--- config.mk ---
export PLATFORM = sky130hd
export DESIGN_NAME = alu_issue
export DESIGN_NICKNAME = d
export VERILOG_FILES = /design/src/rtl/alu_issue.sv
export SDC_FILE = /design/constraint.sdc
export NUM_CORES = 1
export LEC_CHECK = 0
export ABC_AREA = 1
export BUFFER_PORTS_ARGS = -buffer_cell sky130_fd_sc_hd__buf_4
export CAP_MARGIN = 20
export CORE_AREA = 2 2 118 120
export DETAILED_ROUTE_END_ITERATION = 10
export DIE_AREA = 0 0 120 122
export GPL_TIMING_DRIVEN = 1
export PLACE_DENSITY = 0.9
export SYNTH_ARGS = -nofsm -noshare
export SYNTH_HDL_FRONTEND = slang
export SYNTH_SLANG_ARGS = --single-unit
--- constraint.sdc ---
create_clock -name clk -period 5.6 [get_ports clk]
set_clock_uncertainty 0.15 [all_clocks]
set_input_delay 0 -clock clk [delete_from_list [all_inputs] [get_ports clk]]
set_output_delay 0 -clock clk [all_outputs]
set_load 0.05 [all_outputs]
--- src/rtl/alu_issue.sv ---
// ALU issue stage: decodes ALU-class instructions at accept time and buffers
// the decoded operands/control in a 2-entry FIFO feeding the ALU.
module alu_issue (
  input  logic        clk,
  input  logic        rst_n,
  input  logic        in_valid,
  output logic        in_ready,
  input  logic [6:0]  opcode,
  input  logic [2:0]  funct3,
  input  logic        funct7_5,
  input  logic [31:0] rs1_data,
  input  logic [31:0] rs2_data,
  input  logic [31:0] imm,
  input  logic [4:0]  rd,
  input  logic        flush,
  output logic        out_valid,
  input  logic        out_ready,
  output logic [31:0] a,
  output logic [31:0] b,
  output logic [3:0]  acl,
  output logic [4:0]  out_rd,
  output logic        illegal
);

  typedef enum logic [3:0] {
    ACL_ADD = 4'b0000,
    ACL_SUB = 4'b0001,
    ACL_SLL = 4'b0010,
    ACL_SLT = 4'b0011,
    ACL_XOR = 4'b0100,
    ACL_SRL = 4'b0101,
    ACL_OR  = 4'b0110,
    ACL_AND = 4'b0111
  } acl_e;

  typedef enum logic [6:0] {
    OP_R = 7'b0110011,
    OP_I = 7'b0010011
  } opcode_e;

  typedef struct packed {
    logic [31:0] a;
    logic [31:0] b;
    logic [3:0]  acl;
    logic [4:0]  rd;
    logic        illegal;
  } entry_t;

  entry_t      dec;
  entry_t      mem_q [2];
  entry_t      head;
  logic        wptr_q, wptr_d;
  logic        rptr_q, rptr_d;
  logic [1:0]  count_q, count_d;
  logic        push, pop;
  logic        is_r, is_i;
  logic [31:0] opb;

  // Decode the incoming instruction into ALU operands and control
  always_comb begin
    dec         = '0;
    dec.rd      = rd;
    dec.illegal = 1'b1;
    is_r        = (opcode == OP_R);
    is_i        = (opcode == OP_I);
    opb         = is_r ? rs2_data : imm;
    if (is_r || is_i) begin
      dec.illegal = 1'b0;
      dec.a       = rs1_data;
      dec.b       = opb;
      unique case (funct3)
        3'b000: dec.acl = (is_r && funct7_5) ? ACL_SUB : ACL_ADD;
        3'b001: begin
          dec.acl = ACL_SLL;
          dec.b   = {27'd0, opb[4:0]};
        end
        3'b010: dec.acl = ACL_SLT;
        3'b100: dec.acl = ACL_XOR;
        3'b101: begin
          dec.acl = ACL_SRL;
          dec.b   = {27'd0, opb[4:0]};
        end
        3'b110: dec.acl = ACL_OR;
        3'b111: dec.acl = ACL_AND;
        default: dec.illegal = 1'b1;
      endcase
      // sra/srai and sltu/sltiu are not handled here
      if (funct3 == 3'b101 && funct7_5) dec.illegal = 1'b1;
      if (dec.illegal) begin
        dec.a   = '0;
        dec.b   = '0;
        dec.acl = ACL_ADD;
      end
    end
  end

  assign in_ready  = rst_n && (count_q != 2'd2);
  assign out_valid = (count_q != 2'd0);
  assign push      = in_valid && in_ready && !flush;
  assign pop       = out_valid && out_ready && !flush;
  assign head      = mem_q[rptr_q];

  // Next-state for FIFO pointers and occupancy; flush overrides push/pop
  always_comb begin
    wptr_d  = wptr_q;
    rptr_d  = rptr_q;
    count_d = count_q;
    if (flush) begin
      wptr_d  = 1'b0;
      rptr_d  = 1'b0;
      count_d = 2'd0;
    end else begin
      if (push) wptr_d = ~wptr_q;
      if (pop)  rptr_d = ~rptr_q;
      count_d = count_q + {1'b0, push} - {1'b0, pop};
    end
  end

  // FIFO control registers with synchronous active-low reset
  always_ff @(posedge clk) begin
    if (!rst_n) begin
      wptr_q  <= 1'b0;
      rptr_q  <= 1'b0;
      count_q <= 2'd0;
    end else begin
      wptr_q  <= wptr_d;
      rptr_q  <= rptr_d;
      count_q <= count_d;
    end
  end

  // FIFO storage; contents only visible through the valid-gated outputs
  always_ff @(posedge clk) begin
    if (push) mem_q[wptr_q] <= dec;
  end

  // Drive payload only while the head is valid
  always_comb begin
    a       = '0;
    b       = '0;
    acl     = '0;
    out_rd  = '0;
    illegal = 1'b0;
    if (out_valid) begin
      a       = head.a;
      b       = head.b;
      acl     = head.acl;
      out_rd  = head.rd;
      illegal = head.illegal;
    end
  end

endmodule

==> results.tsv <==
metric	value	unit
holdPathStages	5	
cts_tree	built	
clkSlewWorstSetupHoldPaths	0.06	ns
rsz0062_at_grt	no	
htreeDepth	4	
clockRootBuffer	clkbuf_16	
p_per_area	254	nW/µm²
finalHoldViolCount	0	
grt_pass1_vias	6019	
worst_slew_pin_slew	1.02	ns
reg2reg_depth	4	
setup_viol	0	
critical_path_class	input port to flop	
drive_gt1_frac	0.294	
wl	19.1	mm
min_to	mem_q[1][6]	
yosys-top-cells-area	edfxtp_1 65%, nand2_1 11%, a21oi_1 6.4%	
slew_violations	0	
yosysTopAreaCell	edfxtp_1	
fillers	860	
route.detailed.drc	0	
post-cts-setup-buffers	0	
min_from	opcode[0]	
diodes	0	
synthArstFlopShare	0	
fin_tns_setup	0	ns
p_leak	4.01	nW
clock_path_buffers	2	
synth_edf_count	146	
final_antenna_net_count	0	
die-area	14600	µm²
die_w	120	µm
maxCapViolCount	0	
finalCritPeriodShare	0.485	
crit_fanout	43	
fin_area	9970	µm²
nets	1050	
startpoint_type	input port	
antenna_found_initial	0	
portBuffers	191	
synthesis.nets	758	
core-area	13500	µm²
grt-ovfl-total	0	
cts_hold_buffers	113	
yosys_warnings	0	
numCtsBuffers	17	
synth_seq_cells	151	
die_h	122	µm
whs	0.0417	ns
clk_latency	0.41	ns
relSlewSlack	0.318	
dp_hpwl	10.2	mm
r2r-start	count_q[1]	
synth_commonest_cells	198 x nand2_1, 146 x edfxtp_1, 87 x a21oi_1, 54 x inv_1, 35 x nand3_1	
grt_pass1_wl	28.9	mm
num_io_pins	193	
start_util	0.502	
cts_resized	0	
syn-cell-area	6770	µm²
r2r_end	mem_q[1][2]	
dpl_cell_area	8280	µm²
num_rows	43	
synth_flop_cell	edfxtp_1	
status	finished, final reports clean	
yosysSeqAreaShare	0.662	
period_needed	2.72	ns
worst_ep_required_time	5.50	ns
min_path_type	input port to flop	
gp_congestion	0.784	
clock-sinks	151	
netlist_instances	639	
dr.pass1.iters	5	
viasPerCell	5.27	
timing.fmax	0.368	GHz
first_iter_violations	526	
reg2reg_setup_slack	2.89	ns
syn2layout_area_growth	47.3	%
grt_max_degree	74	
netlist-cell-type-count	22	
vias	5926	
vdd_drop_max	183	µV
syn_area_per_cell	10.6	µm²
grtUsageTotal	0.261	
synth_top_area_frac	0.647	
synth.most_common_cell	nand2_1	
critPathArrivalTime	2.62	ns
wl_per_cell	17.0	µm
worstSetupEndpointType	flop	
p_total	2.53	mW
==> per-stage QoR <==
stage               worst slack [ns]   util  std cells
floorplan                       1.33      -        639
global placement                3.00  0.613        979
detailed placement              2.85  0.613        979
CTS                             2.88  0.739       1124
global route                    2.74  0.739       1124
finish                          2.88  0.739       1124
==> cell usage in the layout (no fill, tap or decap), types with 17 or more instances in the layout <==
cell / instances
a21oi_1: 87
nor2_2: 22
nand2_1: 198
nand3_1: 35
dlygate4sd3_1: 113
buf_4: 198
clkbuf_16: 17
a21oi_2: 20
nor2_1: 18
inv_1: 54
edfxtp_1: 146
==> registers in the layout, indices dropped and copies added (netlist names), named ones only <==
| name | flops |
|---|---|
| count_q | 2 |
| rptr_q | 1 |
| wptr_q | 1 |
| mem_q | 146 |
==> cell type report <==
class	count	area [µm²]	share of cell area
Inverter	56	210	0.0211
Clock buffer	19	433	0.0434
Multi-Input combinational cell	394	1870	0.188
Timing Repair Buffer	311	2620	0.262
Clock inverter	13	131	0.0132
Tap cell	180	225	0.0226
Sequential cell	151	4490	0.450
==> where the power goes <==
| part | total (mW) | leakage, nW | switching [mW] | internal (mW) |
|---|---|---|---|---|
| Clock | 1.09 | 0.265 | 0.437 | 0.652 |
| Combinational | 0.207 | 2.36 | 0.0973 | 0.109 |
| Sequential | 1.24 | 1.38 | 0.00202 | 1.24 |
==> layer usage <==
| metal | global-route usage | routed length [µm] | vias up |
|---|---|---|---|
| li1 | - | - | 2736 |
| met1 | 0.279 | 6860 | 2805 |
| met2 | 0.480 | 10000 | 341 |
| met3 | 0.0707 | 1650 | 44 |
| met4 | 0.119 | 527 | 0 |
| met5 | 0 | 0 | - |
==> logic make-up (layout without fill, tap and decap cells) <==
logic type / after synthesis / count (layout) / share of synthesized area
DFF: 151 / 151 / 0.662
other: 1 / 1 / 0.000554
and+or+nand+nor: 279 / 279 / 0.175
AOI/OAI and AO/OA: 111 / 111 / 0.0935
xor gates and xnor gates: 1 / 1 / 0.00129
buffers and inverters: 94 / 399 / 0.0637
adders and majority gates: 2 / 2 / 0.00369
==> worst max-delay path: stages <==
cell and delay (ns):
dlygate4sd3_1 0.54, buf_4 0.15, nor2_1 0.15, o211ai_1 0.31
nor2_4 0.80, buf_4 0.63
==> worst max path at each step <==
stage / end / start / cells after the start / slack [ns]
2_1_floorplan: mem_q[0][0] / count_q[1] / 3 / 1.33
3_3_place_gp: mem_q[1][21] / flush / 5 / 3.00
3_5_place_dp: mem_q[1][21] / flush / 5 / 2.85
4_1_cts: mem_q[1][0] / count_q[1] / 4 / 2.88
5_1_grt: mem_q[1][2] / count_q[1] / 4 / 2.74
6_report: mem_q[1][2] / flush / 6 / 2.88
Note: power is estimated with default switching activity, not from simulation.
